### src/rtl/sync_2ff.sv
// Two-flop synchroniser for a single asynchronous input.
//   clk   : destination clock
//   rst_n : asynchronous active-low reset; both flops load RESET_VAL
//   d     : asynchronous input
//   q     : synchronised output, two clk cycles behind d
module sync_2ff #(
   parameter logic RESET_VAL = 1'b1
) (
   input  logic clk,
   input  logic rst_n,
   input  logic d,
   output logic q
);

   logic meta_q;
   logic sync_q;

   always_ff @(posedge clk or negedge rst_n) begin
      if (!rst_n) begin
         meta_q <= RESET_VAL;
         sync_q <= RESET_VAL;
      end else begin
         meta_q <= d;
         sync_q <= meta_q;
      end
   end

   assign q = sync_q;

endmodule

### src/rtl/uart_rx.sv
// UART receiver: 1 start bit, WIDTH data bits LSB first, 1 stop bit, idle high.
// Oversamples by CLKDIV and centre-samples each bit.
//   clk       : system clock, rising edge
//   rst_n     : asynchronous active-low reset
//   rx        : serial input, asynchronous to clk, idle high
//   data      : last correctly received word, held until the next good frame
//   valid     : one-cycle strobe when data updates
//   frame_err : one-cycle strobe when the stop bit samples 0
module uart_rx #(
   parameter int unsigned WIDTH  = 8,
   parameter int unsigned CLKDIV = 16
) (
   input  logic             clk,
   input  logic             rst_n,
   input  logic             rx,
   output logic [WIDTH-1:0] data,
   output logic             valid,
   output logic             frame_err
);

   localparam int unsigned CntW = (CLKDIV > 1) ? $clog2(CLKDIV) : 1;
   localparam int unsigned BitW = (WIDTH > 1) ? $clog2(WIDTH) : 1;

   localparam logic [CntW-1:0] CntLast = CntW'(CLKDIV - 1);
   localparam logic [CntW-1:0] CntHalf = CntW'(CLKDIV / 2 - 1);
   localparam logic [BitW-1:0] BitLast = BitW'(WIDTH - 1);

   typedef enum logic [2:0] {
      StIdle,
      StStart,
      StData,
      StStop,
      StBreak
   } state_e;

   state_e           state_q, state_d;
   logic [CntW-1:0]  cnt_q, cnt_d;
   logic [BitW-1:0]  bit_q, bit_d;
   logic [WIDTH-1:0] shift_q, shift_d;
   logic [WIDTH-1:0] data_q, data_d;
   logic             valid_q, valid_d;
   logic             ferr_q, ferr_d;
   logic             rx_s;

   sync_2ff #(
      .RESET_VAL (1'b1)
   ) u_sync (
      .clk   (clk),
      .rst_n (rst_n),
      .d     (rx),
      .q     (rx_s)
   );

   always_comb begin
      state_d = state_q;
      cnt_d   = (cnt_q == CntLast) ? '0 : cnt_q + 1'b1;
      bit_d   = bit_q;
      shift_d = shift_q;
      data_d  = data_q;
      valid_d = 1'b0;
      ferr_d  = 1'b0;

      unique case (state_q)
         StIdle: begin
            if (!rx_s) state_d = StStart;
         end
         StStart: begin
            // Centre of the start bit: a high line here was only a glitch.
            if (cnt_q == CntHalf) begin
               state_d = rx_s ? StIdle : StData;
               bit_d   = '0;
            end
         end
         StData: begin
            if (cnt_q == CntLast) begin
               // Shift in from the MSB so the LSB-first stream ends in bit order;
               // the widened shift keeps WIDTH == 1 legal.
               shift_d = WIDTH'({rx_s, shift_q} >> 1);
               if (bit_q == BitLast) begin
                  state_d = StStop;
               end else begin
                  bit_d = bit_q + 1'b1;
               end
            end
         end
         StStop: begin
            // Leaving mid stop bit lets an immediately following start edge be caught.
            if (cnt_q == CntLast) begin
               if (rx_s) begin
                  data_d  = shift_q;
                  valid_d = 1'b1;
                  state_d = StIdle;
               end else begin
                  ferr_d  = 1'b1;
                  state_d = StBreak;
               end
            end
         end
         StBreak: begin
            // Wait out a held-low line so it cannot look like repeated frames.
            if (rx_s) state_d = StIdle;
         end
         default: state_d = StIdle;
      endcase

      if (state_d != state_q) cnt_d = '0;
   end

   always_ff @(posedge clk or negedge rst_n) begin
      if (!rst_n) begin
         state_q <= StIdle;
         cnt_q   <= '0;
         bit_q   <= '0;
         shift_q <= '0;
         data_q  <= '0;
         valid_q <= 1'b0;
         ferr_q  <= 1'b0;
      end else begin
         state_q <= state_d;
         cnt_q   <= cnt_d;
         bit_q   <= bit_d;
         shift_q <= shift_d;
         data_q  <= data_d;
         valid_q <= valid_d;
         ferr_q  <= ferr_d;
      end
   end

   assign data      = data_q;
   assign valid     = valid_q;
   assign frame_err = ferr_q;

endmodule

### config.mk
export PLATFORM = sky130hd
export DESIGN_NAME = uart_rx
export DESIGN_NICKNAME = d
export VERILOG_FILES = /design/src/rtl/sync_2ff.sv /design/src/rtl/uart_rx.sv
export SDC_FILE = /design/constraint.sdc
export NUM_CORES = 1
export LEC_CHECK = 0
export ABC_AREA = 1
export CELL_PAD_IN_SITES_DETAIL_PLACEMENT = 1
export CELL_PAD_IN_SITES_GLOBAL_PLACEMENT = 1
export CORE_ASPECT_RATIO = 2
export CORE_UTILIZATION = 38
export CTS_CLUSTER_SIZE = 40
export DETAILED_ROUTE_END_ITERATION = 7
export GPL_TIMING_DRIVEN = 0
export PLACE_DENSITY = 0.72
export SLEW_MARGIN = 20
export SYNTH_ARGS = -nofsm -noshare
export SYNTH_HDL_FRONTEND = slang
export SYNTH_HIERARCHICAL = 1
export SYNTH_SLANG_ARGS = --single-unit
export TNS_END_PERCENT = 50
### constraint.sdc
create_clock -name clk -period 1.26 [get_ports clk]
set_input_delay 0.126 -clock clk [delete_from_list [all_inputs] [get_ports clk]]
set_output_delay 0.126 -clock clk [all_outputs]
set_load 0.005 [all_outputs]
==> impl_metrics.env <==
export IMPL_rsz0062_at_grt="true"
export IMPL_fmax_ghz=0.7201
export IMPL_critical_path_class="reg2reg"
export IMPL_layout_common_cells="nand2_1 (35), dfrtp_1 (28), inv_1 (14)"
export IMPL_grtUsageMet3_pct=5.053
export IMPL_clk_pin_slew_ns=0.06
export IMPL_worstMarginPinSlew_ns=0.6632
export IMPL_drtAntennaViolNets=0
export IMPL_startpoint_type="register"
export IMPL_track_usage_pct=18.89
export IMPL_vias=1027
export IMPL_status="finished with violations"
export IMPL_timing_slew_headroom_pct=55.78
export IMPL_gp_congestion=0.7369
export IMPL_dp_slack_ns=-0.2505
export IMPL_cts_buffer_depth=2
export IMPL_synth_edf_count=0
export IMPL_routed_via_density=5.213
export IMPL_hold_path_class="in2reg"
export IMPL_io_pins=13
export IMPL_antenna_found_initial=0
export IMPL_num_rows=30
export IMPL_fin_nets=170
export IMPL_cp_arrival_ns=1.59
export IMPL_die_h_um=85.83
export IMPL_cts_buffers=5
export IMPL_netlist_instances=140
export IMPL_clock_skew_ns=0.004890
export IMPL_worstSetupEndpointType="register"
export IMPL_drive_above_1_share_pct=29.09
export IMPL_busiest_layer="met2"
export IMPL_synth_area_mm2=0.001335
export IMPL_ys_seq_area_share_pct=56.42
export IMPL_finalCritPeriodShare_pct=110.2
export IMPL_cp_max_fo=5
export IMPL_required_ns=1.46
export IMPL_syn_nets=146
export IMPL_worst_slack_ns=-0.1287
export IMPL_synth_ff_type="dfrtp_1"
export IMPL_critPathMaxStageDelay_ns=0.46
export IMPL_dpl_hpwl_mm=2.047
export IMPL_finalMaxSlewViolations=0
export IMPL_crit_chain="inv_2, nor3_1, nand2_4, nand2_4, a31oi_4, nor3_1"
export IMPL_setup_violations=22
export IMPL_synth_avg_cell_area_um2=9.536
export IMPL_grt_pass1_vias=1191
export IMPL_clk_latency_ns=0.28
export IMPL_clock_sinks=30
export IMPL_synth_cell_types=24
export IMPL_drv_cap=0
export IMPL_use_met2_pct=36.09
export IMPL_die_x_um=43.91
export IMPL_layout_commonest_cell="nand2_1"
export IMPL_synth_async_reset_ratio_pct=100.0
export IMPL_syn2layout_area_growth_pct=30.08
export IMPL_final_setup_tns_ns=-1.441
export IMPL_multi_input_area_um2=590.6
export IMPL_crit_slowest_cell="dfrtp_1"
export IMPL_grt_start_max_net_pins=31
export IMPL_leakage_nw=0.8887
export IMPL_grt_pass1_wl_mm=5.181
export IMPL_fin_hold_ws_ns=0.2493
export IMPL_port_buffers=12
export IMPL_first_pass_iters=6
export IMPL_regArea_um2=753.2
export IMPL_wire_per_inst_um=14.69
export IMPL_htree_num_levels=2
export IMPL_drt_iter0_markers=17
export IMPL_peakVddDrop_v=0.0009397
export IMPL_initial_utilization_pct=39.52
export IMPL_yosysWarnings=6
export IMPL_violations="setup timing"
export IMPL_hold_viol_final=0
export IMPL_grt_util_met1_pct=17.48
export IMPL_power_per_cell_area_mw_per_mm2=1433
export IMPL_cts_tree="yes"
export IMPL_coreArea_mm2=0.003378
export IMPL_clockRootBuffer="clkbuf_8"
export IMPL_routed_wl_mm=2.893
export IMPL_drc=0
export IMPL_synth_seq_cells=30
export IMPL_fill_cells=396
export IMPL_overflow=0
export IMPL_antennaDiodeCount=0
export IMPL_layout_min_cycle_time_ns=1.389
export IMPL_die_area_mm2=0.003769
-- area by class of cell --
cell class | instances | area share, %
repair buffers | 17 | 8.501
well taps | 32 | 2.305
multi-input cells | 90 | 34.01
inverters | 18 | 4.035
clock inverters | 1 | 1.729
flip-flops and latches | 30 | 43.37
plain buffers | 2 | 1.081
clock buffers | 7 | 4.971
-- per-stage QoR --
step	cell area [um^2]	cells	utilization (%)	power (mW)
6_report	1737	197	51.41	2.489
5_1_grt	1737	197	51.41	2.612
4_1_cts	1734	197	51.33	2.512
3_5_place_dp	1505	184	44.56	1.387
3_3_place_gp	1510	184	44.70	1.374
2_1_floorplan	1350	140	-	1.310
-- worst paths after layout --
check,startpoint,end,slack (ns),cells past startpoint
max,state_q[0],cnt_q[2],-0.13,6
max in group asynchronous,rst_n,data[4],0.42,2
min,rx,u_sync/meta_q,0.25,1
max reg2reg,state_q[0],cnt_q[2],-0.13,6
min reg2reg,u_sync/meta_q,u_sync/q,0.37,0
min in group asynchronous,rst_n,state_q[2],0.41,2
-- routing by layer --
layer,vias up,part of all wire [%],wire [um]
met3,6,2.8,80
li1,490,-,-
met5,-,0,0
met4,0,2.2,65
met2,13,60,1743
met1,518,35,1004
-- cells in the mapped netlist, drive strengths merged (2+ instances only) --
master | n | share of area (%)
buf | 2 | 1.2
dfrtp | 28 | 52
dfstp | 2 | 3.9
ha | 3 | 2.8
inv | 18 | 5.1
nand2 | 43 | 13
nand3 | 7 | 2.6
nor2 | 8 | 3.0
nor3 | 5 | 1.9
o21ai | 16 | 8.0
-- power breakdown --
part           switching [mW]  leakage, nW  internal [mW]
combinational           0.201        0.426          0.162
sequential             0.0833        0.404           1.03
clock                   0.366       0.0585          0.644
-- critical path, delay by kind of cell (launching register included) --
family | cells | cell delay [ns]
simple gates | 4 | 0.69
flops | 1 | 0.46
buf+inv | 1 | 0.11
compound gates | 1 | 0.05
-- registers in the layout (all words and copies together) (netlist names) --
register / flops
data: 8
shift_q: 8
cnt_q: 4
bit_q: 3
state_q: 3
frame_err: 1
u_sync/meta_q: 1
u_sync/q: 1
valid: 1
-- kinds of logic (layout without fill, tap and decap cells) --
kind of cell | Yosys count | in the layout | share of synthesized area [%]
multiplexers | 1 | 1 | 0.8434
XOR/XNOR | 1 | 1 | 0.6562
adder cells (fa/ha/maj) | 3 | 3 | 2.812
buffers and inverters | 20 | 45 | 6.279
AND/OR/NAND/NOR | 66 | 66 | 23.15
AO/OA/AOI/OAI | 19 | 19 | 9.840
flip-flops | 30 | 30 | 56.42
-- timing repair --
action	4_1_cts	5_1_grt
endpoints found under the setup margin	31	26
hold buffers	1	0
endpoints found under the hold margin	28	0
resized for setup	28	5
pin swaps	7	2
gates cloned	0	0
buffers inserted	4	0
(Power assumes the default switching activity.)
